===== config.mk =====
export PLATFORM = sky130hd
export DESIGN_NAME = tl_state_ctrl
export DESIGN_NICKNAME = d
export VERILOG_FILES = /design/src/rtl/tl_pkg.sv /design/src/rtl/tl_idle_timer.sv /design/src/rtl/tl_state_ctrl.sv
export SDC_FILE = /design/constraint.sdc
export NUM_CORES = 1
export LEC_CHECK = 0
export ABC_AREA = 1
export CAP_MARGIN = 25
export CORE_ASPECT_RATIO = 2
export CORE_MARGIN = 3
export CORE_UTILIZATION = 25
export CTS_BUF_LIST = sky130_fd_sc_hd__clkbuf_8
export DETAILED_ROUTE_END_ITERATION = 10
export REMOVE_ABC_BUFFERS = 1
export SYNTH_ARGS = -nofsm -noshare
export SYNTH_HDL_FRONTEND = slang
export SYNTH_SLANG_ARGS = --single-unit

===== constraint.sdc =====
create_clock -name clk -period 1.5 [get_ports clk]
set_input_delay 0.3 -clock clk [delete_from_list [all_inputs] [get_ports clk]]
set_output_delay 0.3 -clock clk [all_outputs]
set_load 0.01 [all_outputs]

===== src/rtl/tl_pkg.sv =====
// rtl/tl_pkg.sv - shared types and constants for the transaction-layer state controller
package tl_pkg;

  localparam int PTR_W  = 3;
  localparam int DEF_AF = 6;
  localparam int DEF_AE = 1;

  // One-hot state codes decoded directly by the referees and FIFOs.
  // ERROR is all-zero so no downstream decoder matches and the datapath holds.
  typedef enum logic [3:0] {
    ST_ERROR  = 4'b0000,
    ST_RESET  = 4'b0001,
    ST_INIT   = 4'b0010,
    ST_IDLE   = 4'b0100,
    ST_ACTIVE = 4'b1000
  } tl_state_e;

  // A threshold pair is usable only if almost-full is non-zero and strictly above almost-empty.
  function automatic logic cfg_valid(input logic [PTR_W-1:0] af, input logic [PTR_W-1:0] ae);
    return (af != '0) && (ae < af);
  endfunction

endpackage


===== src/rtl/tl_idle_timer.sv =====
// rtl/tl_idle_timer.sv - counts consecutive all-empty cycles, flags the one that reaches HOLD
module tl_idle_timer #(
  parameter int HOLD = 2
) (
  input  logic clk,
  input  logic rst_n,
  input  logic clear,
  input  logic inc,
  output logic done
);

  localparam int CW = $clog2(HOLD + 1);
  localparam logic [CW:0] HOLD_V = (CW + 1)'(HOLD);

  logic [CW-1:0] cnt_q;
  logic [CW:0]   cnt_next;

  assign cnt_next = {1'b0, cnt_q} + (CW + 1)'(1);

  // done fires on the cycle whose increment would reach HOLD, so the caller moves on that edge
  assign done = inc && !clear && (cnt_next >= HOLD_V);

  // Counter restarts on clear or when the hold is reached, so it never exceeds HOLD-1
  always_ff @(posedge clk or negedge rst_n) begin
    if (!rst_n) begin
      cnt_q <= '0;
    end else if (clear || done) begin
      cnt_q <= '0;
    end else if (inc) begin
      cnt_q <= cnt_q + CW'(1);
    end
  end

endmodule


===== src/rtl/tl_state_ctrl.sv =====
// rtl/tl_state_ctrl.sv - transaction-layer main FSM with threshold config and error freeze
module tl_state_ctrl
  import tl_pkg::*;
#(
  parameter int NUM_FIFOS = 8,
  parameter int IDLE_HOLD = 2
) (
  input  logic                 clk,
  input  logic                 reset_L,
  input  logic                 init,
  input  logic [PTR_W-1:0]     umbral_af_in,
  input  logic [PTR_W-1:0]     umbral_ae_in,
  input  logic [NUM_FIFOS-1:0] fifo_empty,
  input  logic [NUM_FIFOS-1:0] fifo_err,
  output logic [3:0]           state,
  output logic [PTR_W-1:0]     umbral_af,
  output logic [PTR_W-1:0]     umbral_ae,
  output logic                 idle_out,
  output logic [NUM_FIFOS-1:0] error_out,
  output logic                 cfg_err,
  output logic                 init_pending
);

  tl_state_e state_q;
  tl_state_e state_d;
  logic      pend_d;
  logic      all_empty;
  logic      any_err;
  logic      timer_done;

  assign all_empty = &fifo_empty;
  assign any_err   = |fifo_err;
  assign state     = state_q;

  // The drain count only runs while ACTIVE with every FIFO empty and no error arriving
  tl_idle_timer #(
    .HOLD (IDLE_HOLD)
  ) u_idle_timer (
    .clk   (clk),
    .rst_n (reset_L),
    .clear ((state_q != ST_ACTIVE) || !all_empty || any_err),
    .inc   (all_empty),
    .done  (timer_done)
  );

  // Next-state and deferred-init decision; errors always beat init requests
  always_comb begin
    state_d = state_q;
    pend_d  = init_pending;
    case (state_q)
      ST_RESET: state_d = ST_INIT;
      ST_INIT:  state_d = init ? ST_INIT : ST_IDLE;
      ST_IDLE: begin
        if (any_err)         state_d = ST_ERROR;
        else if (init)       state_d = ST_INIT;
        else if (!all_empty) state_d = ST_ACTIVE;
      end
      ST_ACTIVE: begin
        if (any_err) begin
          state_d = ST_ERROR;
        end else begin
          // init is never honoured mid-traffic; it waits until the FIFOs drain
          pend_d = init_pending | init;
          if (timer_done) state_d = pend_d ? ST_INIT : ST_IDLE;
        end
      end
      ST_ERROR: if (init) state_d = ST_INIT;
      default:  state_d = ST_RESET;
    endcase
    if (state_d == ST_INIT) pend_d = 1'b0;
  end

  // State, registered outputs and thresholds; thresholds only move while sitting in INIT
  always_ff @(posedge clk or negedge reset_L) begin
    if (!reset_L) begin
      state_q      <= ST_RESET;
      umbral_af    <= PTR_W'(DEF_AF);
      umbral_ae    <= PTR_W'(DEF_AE);
      idle_out     <= 1'b0;
      error_out    <= '0;
      cfg_err      <= 1'b0;
      init_pending <= 1'b0;
    end else begin
      state_q      <= state_d;
      idle_out     <= (state_d == ST_IDLE);
      init_pending <= pend_d;
      // Entering or staying in INIT wipes old error history but still records this cycle's pulses
      error_out    <= (state_d == ST_INIT) ? fifo_err : (error_out | fifo_err);
      if (state_q == ST_INIT) begin
        if (cfg_valid(umbral_af_in, umbral_ae_in)) begin
          umbral_af <= umbral_af_in;
          umbral_ae <= umbral_ae_in;
          cfg_err   <= 1'b0;
        end else begin
          umbral_af <= PTR_W'(DEF_AF);
          umbral_ae <= PTR_W'(DEF_AE);
          cfg_err   <= 1'b1;
        end
      end
    end
  end

endmodule


---- Yosys cells after proc, flatten, opt, wreduce, memory -nomap -nowiden ----
Index checks and enable logic that the tools add are counted.
word-level totals
  bits in registers ....................... 23
  ROM bits ................................ 0
  bits in latches ......................... 0
  output and inout bits ................... 21
  memories kept ........................... 0
  memory bits (writable) .................. 0
cells by class
  div/mod/pow operators ................... 0
  bitwise gates (word level) .............. 2
  $lt $le $gt $ge ......................... 2
  eq/ne operators ......................... 8
  add/sub/neg operators ................... 2
  reductions and logical operators ........ 15
  mux-type cells .......................... 18
  multipliers ............................. 0
  shift-type cells ........................ 0
operator list
  cell                 number
  $mux 4               6
  $pmux 4 s5           1
  $mux 3               4
  $eq 4x2->1 const B   2
  $eq 4x3->1 const B   2
  $mux 8               1
  $or 8x8->8           1
  $reduce_and 8->1     1
  $reduce_or 8->1      1
  $eq 4x1->1 const B   1
  $eq 4x4->1 const B   1
  $logic_not 4->1      1
  $mux 1               4
  $mux 2               2
  $ne 4x4->1 const B   1
  $reduce_bool 2->1    2
  $add 2x1->3 const B  1
  $ge 3x2->1 const B   1
  $logic_and 1x1->1    3
  $logic_or 1x1->1     3
  $lt 3x3->1           1
  $reduce_bool 3->1    1
  $add 2x1->2 const B  1
  $logic_not 1->1      2
  3 further kinds      3

---- Logic depth before layout (Yosys ltp) ----
Gate-level depths: netlist of run 1.
  depth in word-level cells ............... 13
  depth in mapped cells ................... 8
  gate-level depth less buffers ........... 8

---- By module ----
A second synthesis of run 1 with hierarchy kept.
second synthesis, totals
  cells, all modules ...................... 157
  area, all modules ....................... 1219.9 sq um
modules (own cells, without submodules)
  module         area an instance (sq um)  instances  cells an instance
  tl_state_ctrl  1089.8                    1          139
  tl_idle_timer  130.1                     1          18

---- Least setup slack after synthesis of run 1 ----
No wires, ideal clock.
  kind .................................... input -> register
  from .................................... input port umbral_af_in[2]
  to ...................................... register cfg_err
  library setup time ...................... 0.119 ns
  path slack .............................. 0.261 ns
  path buffers ............................ 0
  stages .................................. 6
  arrival ................................. 1.120 ns
  path through ............................ inv_1 -> ha_1 -> a21oi_1 -> o311ai_1 -> nand2_1 -> nand2_1
on the way
  longest elaborated chain between the ends .. 3
  elaborated cells on any way between the ends .. 4
  classes of those cells .................. order compare (1); mux (1); reduce/logical (2)
ends and longest elaborated chain
  element                                          line                 source
  start: declaration                               tl_state_ctrl.sv:11  input logic [PTR_W-1:0] umbral_af_in,
  $lt 3x3->1 or $reduce_bool 3->1 (tied branches)  tl_pkg.sv:20         return (af != '0) && (ae < af);
  $logic_and 1x1->1 (*)                            tl_pkg.sv:20
  $mux 1 (*)                                       tl_state_ctrl.sv:90  if (cfg_valid(umbral_af_in, umbral_ae_in)) begin
  end signal: assignment                           tl_state_ctrl.sv:81  cfg_err <= 1'b0;
  end signal: assignment                           tl_state_ctrl.sv:93  cfg_err <= 1'b0;
  end signal: assignment                           tl_state_ctrl.sv:97  cfg_err <= 1'b1;
  end: declaration                                 tl_state_ctrl.sv:20  output logic cfg_err,
Mark *: on every way between the ends. The rest lies on a longest branch, timed or not.
A chain may end at the register's enable or synchronous reset.

---- Worst setup path in the final report of run 1 ----
  from .................................... input port umbral_ae_in[1]
  to ...................................... register umbral_af[0]
on the way
  longest elaborated chain between the ends .. 3
ends and longest elaborated chain
  element                 line                 source
  start: declaration      tl_state_ctrl.sv:12  input logic [PTR_W-1:0] umbral_ae_in,
  $lt 3x3->1              tl_pkg.sv:20
  $logic_and 1x1->1       tl_pkg.sv:20
  $mux 3                  tl_state_ctrl.sv:90
  end signal: assignment  tl_state_ctrl.sv:77  umbral_af <= PTR_W'(DEF_AF);
  end signal: assignment  tl_state_ctrl.sv:91  umbral_af <= umbral_af_in;
  end signal: assignment  tl_state_ctrl.sv:95  umbral_af <= PTR_W'(DEF_AF);
  end: declaration        tl_state_ctrl.sv:16  output logic [PTR_W-1:0] umbral_af,
Every way passes these cells.

==> results of run 1 <==
==> kinds of logic after synthesis <==
| kind of cell | Yosys count | share of synthesized area |
|---|---|---|
| flops | 23 | 0.489 |
| buf+inv | 24 | 0.0759 |
| simple gates | 81 | 0.342 |
| compound gates | 12 | 0.0612 |
| fa+ha+maj | 3 | 0.0316 |
==> per-layer routing <==
metal | routed length, µm | share of wire
met1 | 1130 | 0.35
met4 | 48 | 0.015
met3 | 131 | 0.040
met5 | 0 | 0
met2 | 1970 | 0.60
==> worst paths after layout <==
path                                         end  depth (start not counted)                   from
max in group asynchronous           umbral_af[2]                          2                reset_L
max                                 umbral_af[0]                          7        umbral_ae_in[1]
max reg2reg                         umbral_ae[0]                          7               state[2]
min                                 error_out[7]                          3            fifo_err[7]
min reg2reg                u_idle_timer.cnt_q[0]                          1  u_idle_timer.cnt_q[0]
min in group asynchronous           umbral_af[0]                          2                reset_L
==> worst reg2reg max path, delay by kind of cell, from the launching register on <==
kind / cells / cell delay [ns]
AND/OR/NAND/NOR: 4 / 0.44
flip-flops: 1 / 0.38
buffers and inverters: 2 / 0.31
AO/OA/AOI/OAI: 1 / 0.16
==> Yosys cell counts <==
cell / n
dfrtp_1: 19
nand3_1: 1
inv_2: 1
dfstp_2: 4
nand3_2: 2
nand2_1: 35
o21bai_1: 1
inv_1: 23
o21ai_2: 1
o311ai_1: 1
ha_1: 3
nor3_1: 2
nand4_4: 1
o211ai_1: 1
nand4_1: 11
o21ai_0: 5
nor2_4: 2
nor2_1: 19
nand2_2: 4
a21oi_1: 1
nor2_2: 3
o21ai_1: 2
nand2_4: 1
==> stage by stage <==
stage | util | setup TNS (ns) | hold slack [ns]
floorplan | - | 0 | 0.00441
global placement | 0.398 | -4.01 | 0.411
detailed placement | 0.398 | -4.33 | 0.414
CTS | 0.417 | 0 | 0.401
global route | 0.453 | -0.0500 | 0.271
finish | 0.453 | 0 | 0.253
==> flip-flops by register name, summed over array words and instances (netlist names) <==
signal,count
umbral_af,3
idle_out,1
u_idle_timer.cnt_q,2
init_pending,1
error_out,8
umbral_ae,3
cfg_err,1
state,4
==> repair_timing <==
| item | 4_1_cts | 5_1_grt |
|---|---|---|
| buffers inserted | 3 | 8 |
| endpoints found under the setup margin | 11 | 25 |
| gates resized for setup | 9 | 30 |
| gates cloned | 0 | 1 |
| pin swaps | 4 | 20 |
==> power by group <==
part | total, µW | switching, µW | internal (µW)
registers | 950 | 106 | 845
logic | 1200 | 601 | 601
clock network | 385 | 200 | 185
total | 2540 | 906 | 1630
==> cell type report <==
class,instances,area share
repair buffers,66,0.331
flip-flops and latches,23,0.287
multi-input cells,97,0.281
inverters,24,0.0445
well taps,54,0.0334
clock buffers,3,0.0204
clock inverters,1,0.00247
==> flow_summary.toml, run 1 <==
[timing]
setup-violations-final = 0
tightest_slew_ns = 0.340
hold_viol = 0
min_period_ns = 1.46
fin_worst_skew_ns = 0.00521
fin_crit_sh = 0.971
slew_viol_final = 0
fin_ws_ns = 0.0429
relSlewSlack = 0.772
fmax_mhz = 686

[synth]
yosysTopAreaCellShare = 0.401
synthesis.area_mm2 = 0.00119
syn_avg_cell_area_um2 = 8.29
synthTopCellsByArea = "dfrtp_1 (40%), nand2_1 (11%), dfstp_2 (8.9%)"
ys_seq_elements = 23
synth_cells = 143
yosys.area.top_type = "dfrtp_1"
yosysSeqAreaShare = 0.489
synth_cell_types = 23
ys_warn_count = 0

[setup_path]
crit_fanout = 2
worstPathRequired_ns = 1.66
cpPeakStageDelay_ns = 0.44
end_kind = "register"
cpMostUsedCell = "buf_4"
cp_num_buf_inv = 3
worstSetupStartpointType = "input port"
critPathTopFamily = "buffers and inverters"
cp_data_arrival_time_ns = 1.62
reg2reg_slack_ns = 0.14
cpMaxStageDelayCell = "clkdlybuf4s50_1"
worstPathCellList = "clkdlybuf4s50_1, ha_1, o211ai_1, buf_4, buf_4, nand4_1, nand2_1"
worst-setup-path-type = "input port to register"

[placement]
place_area_mm2 = 0.00178
place_inst = 252
hpwlAfterDp_um = 2420
gp_congestion = 0.741
pre_cts_ws_ns = -0.359
port_buffers = 45

[finish]
fillerInstances = 453
insertedDiodeCount = 0
fin_area_mm2 = 0.00202
final_common_cell = "nand2_1"
stdcell_count = 268
nNetsFinal = 243
drive_gt1_frac = 0.229
final_cell_mix = "nand2_1 (34), dlymetal6s2s_1 (26), inv_1 (23)"
area_growth_pct = 70.6
area.sequential_um2 = 581
multiInputGateArea_um2 = 569

[cts]
clock_latency_ns = 0.26
ctsHoldBuffers = 0
cts_tree = "yes"
cts_buffer_depth = 2
clk_pin_slew_worst_paths_ns = 0.08
cts.sinks = 23
clock-root-buffer = "clkbuf_8"
numCtsBuffers = 3
htreeDepth = 1

[route]
drt-initial-drc-count = 14
first_pass_iters = 4
viasPerCell = 4.40
wl_um = 3280
num_vias = 1179
ant_nets = 0
avgRoutedWirePerCell_um = 12.2
drc_errors = 0

[global_routing]
busiest_layer = "met2"
use_met3 = 0.0115
grt_use_met2 = 0.231
grtUsageMet1 = 0.116
grt_pass1_vias = 1120
antenna_found_initial = 0
track_usage = 0.118
overflow = 0
grt_pass1_wl_um = 4910
grt_start_max_net_pins = 24

[floorplan]
dieArea_mm2 = 0.00566
die_h_um = 103
num_rows = 34
io_pins = 46
start_util = 0.266
core-area_mm2 = 0.00447
die_width_um = 54.7

[job]
maxCapViolations = 0

[worst_hold_path]
hp-class = "input port to register"

[status]
status = "complete, no violations"

[pwr]
power.density_mw_per_mm2 = 1250
ir_worst_vdd_mv = 0.684
p_leak_uw = 0.00116
finalPower_uw = 2540
Power figures use the tool's default switching activity.
==> run 2, diff against run 1 <==
--- a/config.mk
+++ b/config.mk
@@ -6,12 +6,14 @@
 export NUM_CORES = 1
 export LEC_CHECK = 0
 export ABC_AREA = 1
+export ABC_CLOCK_PERIOD_IN_PS = 1500
 export CAP_MARGIN = 25
 export CORE_ASPECT_RATIO = 2
 export CORE_MARGIN = 3
 export CORE_UTILIZATION = 25
 export CTS_BUF_LIST = sky130_fd_sc_hd__clkbuf_8
 export DETAILED_ROUTE_END_ITERATION = 10
+export HOLD_SLACK_MARGIN = 0.02
 export REMOVE_ABC_BUFFERS = 1
 export SYNTH_ARGS = -nofsm -noshare
 export SYNTH_HDL_FRONTEND = slang
==> results of run 2 <==
No change in the layout: final DEF, timing and power equal those of run 1.
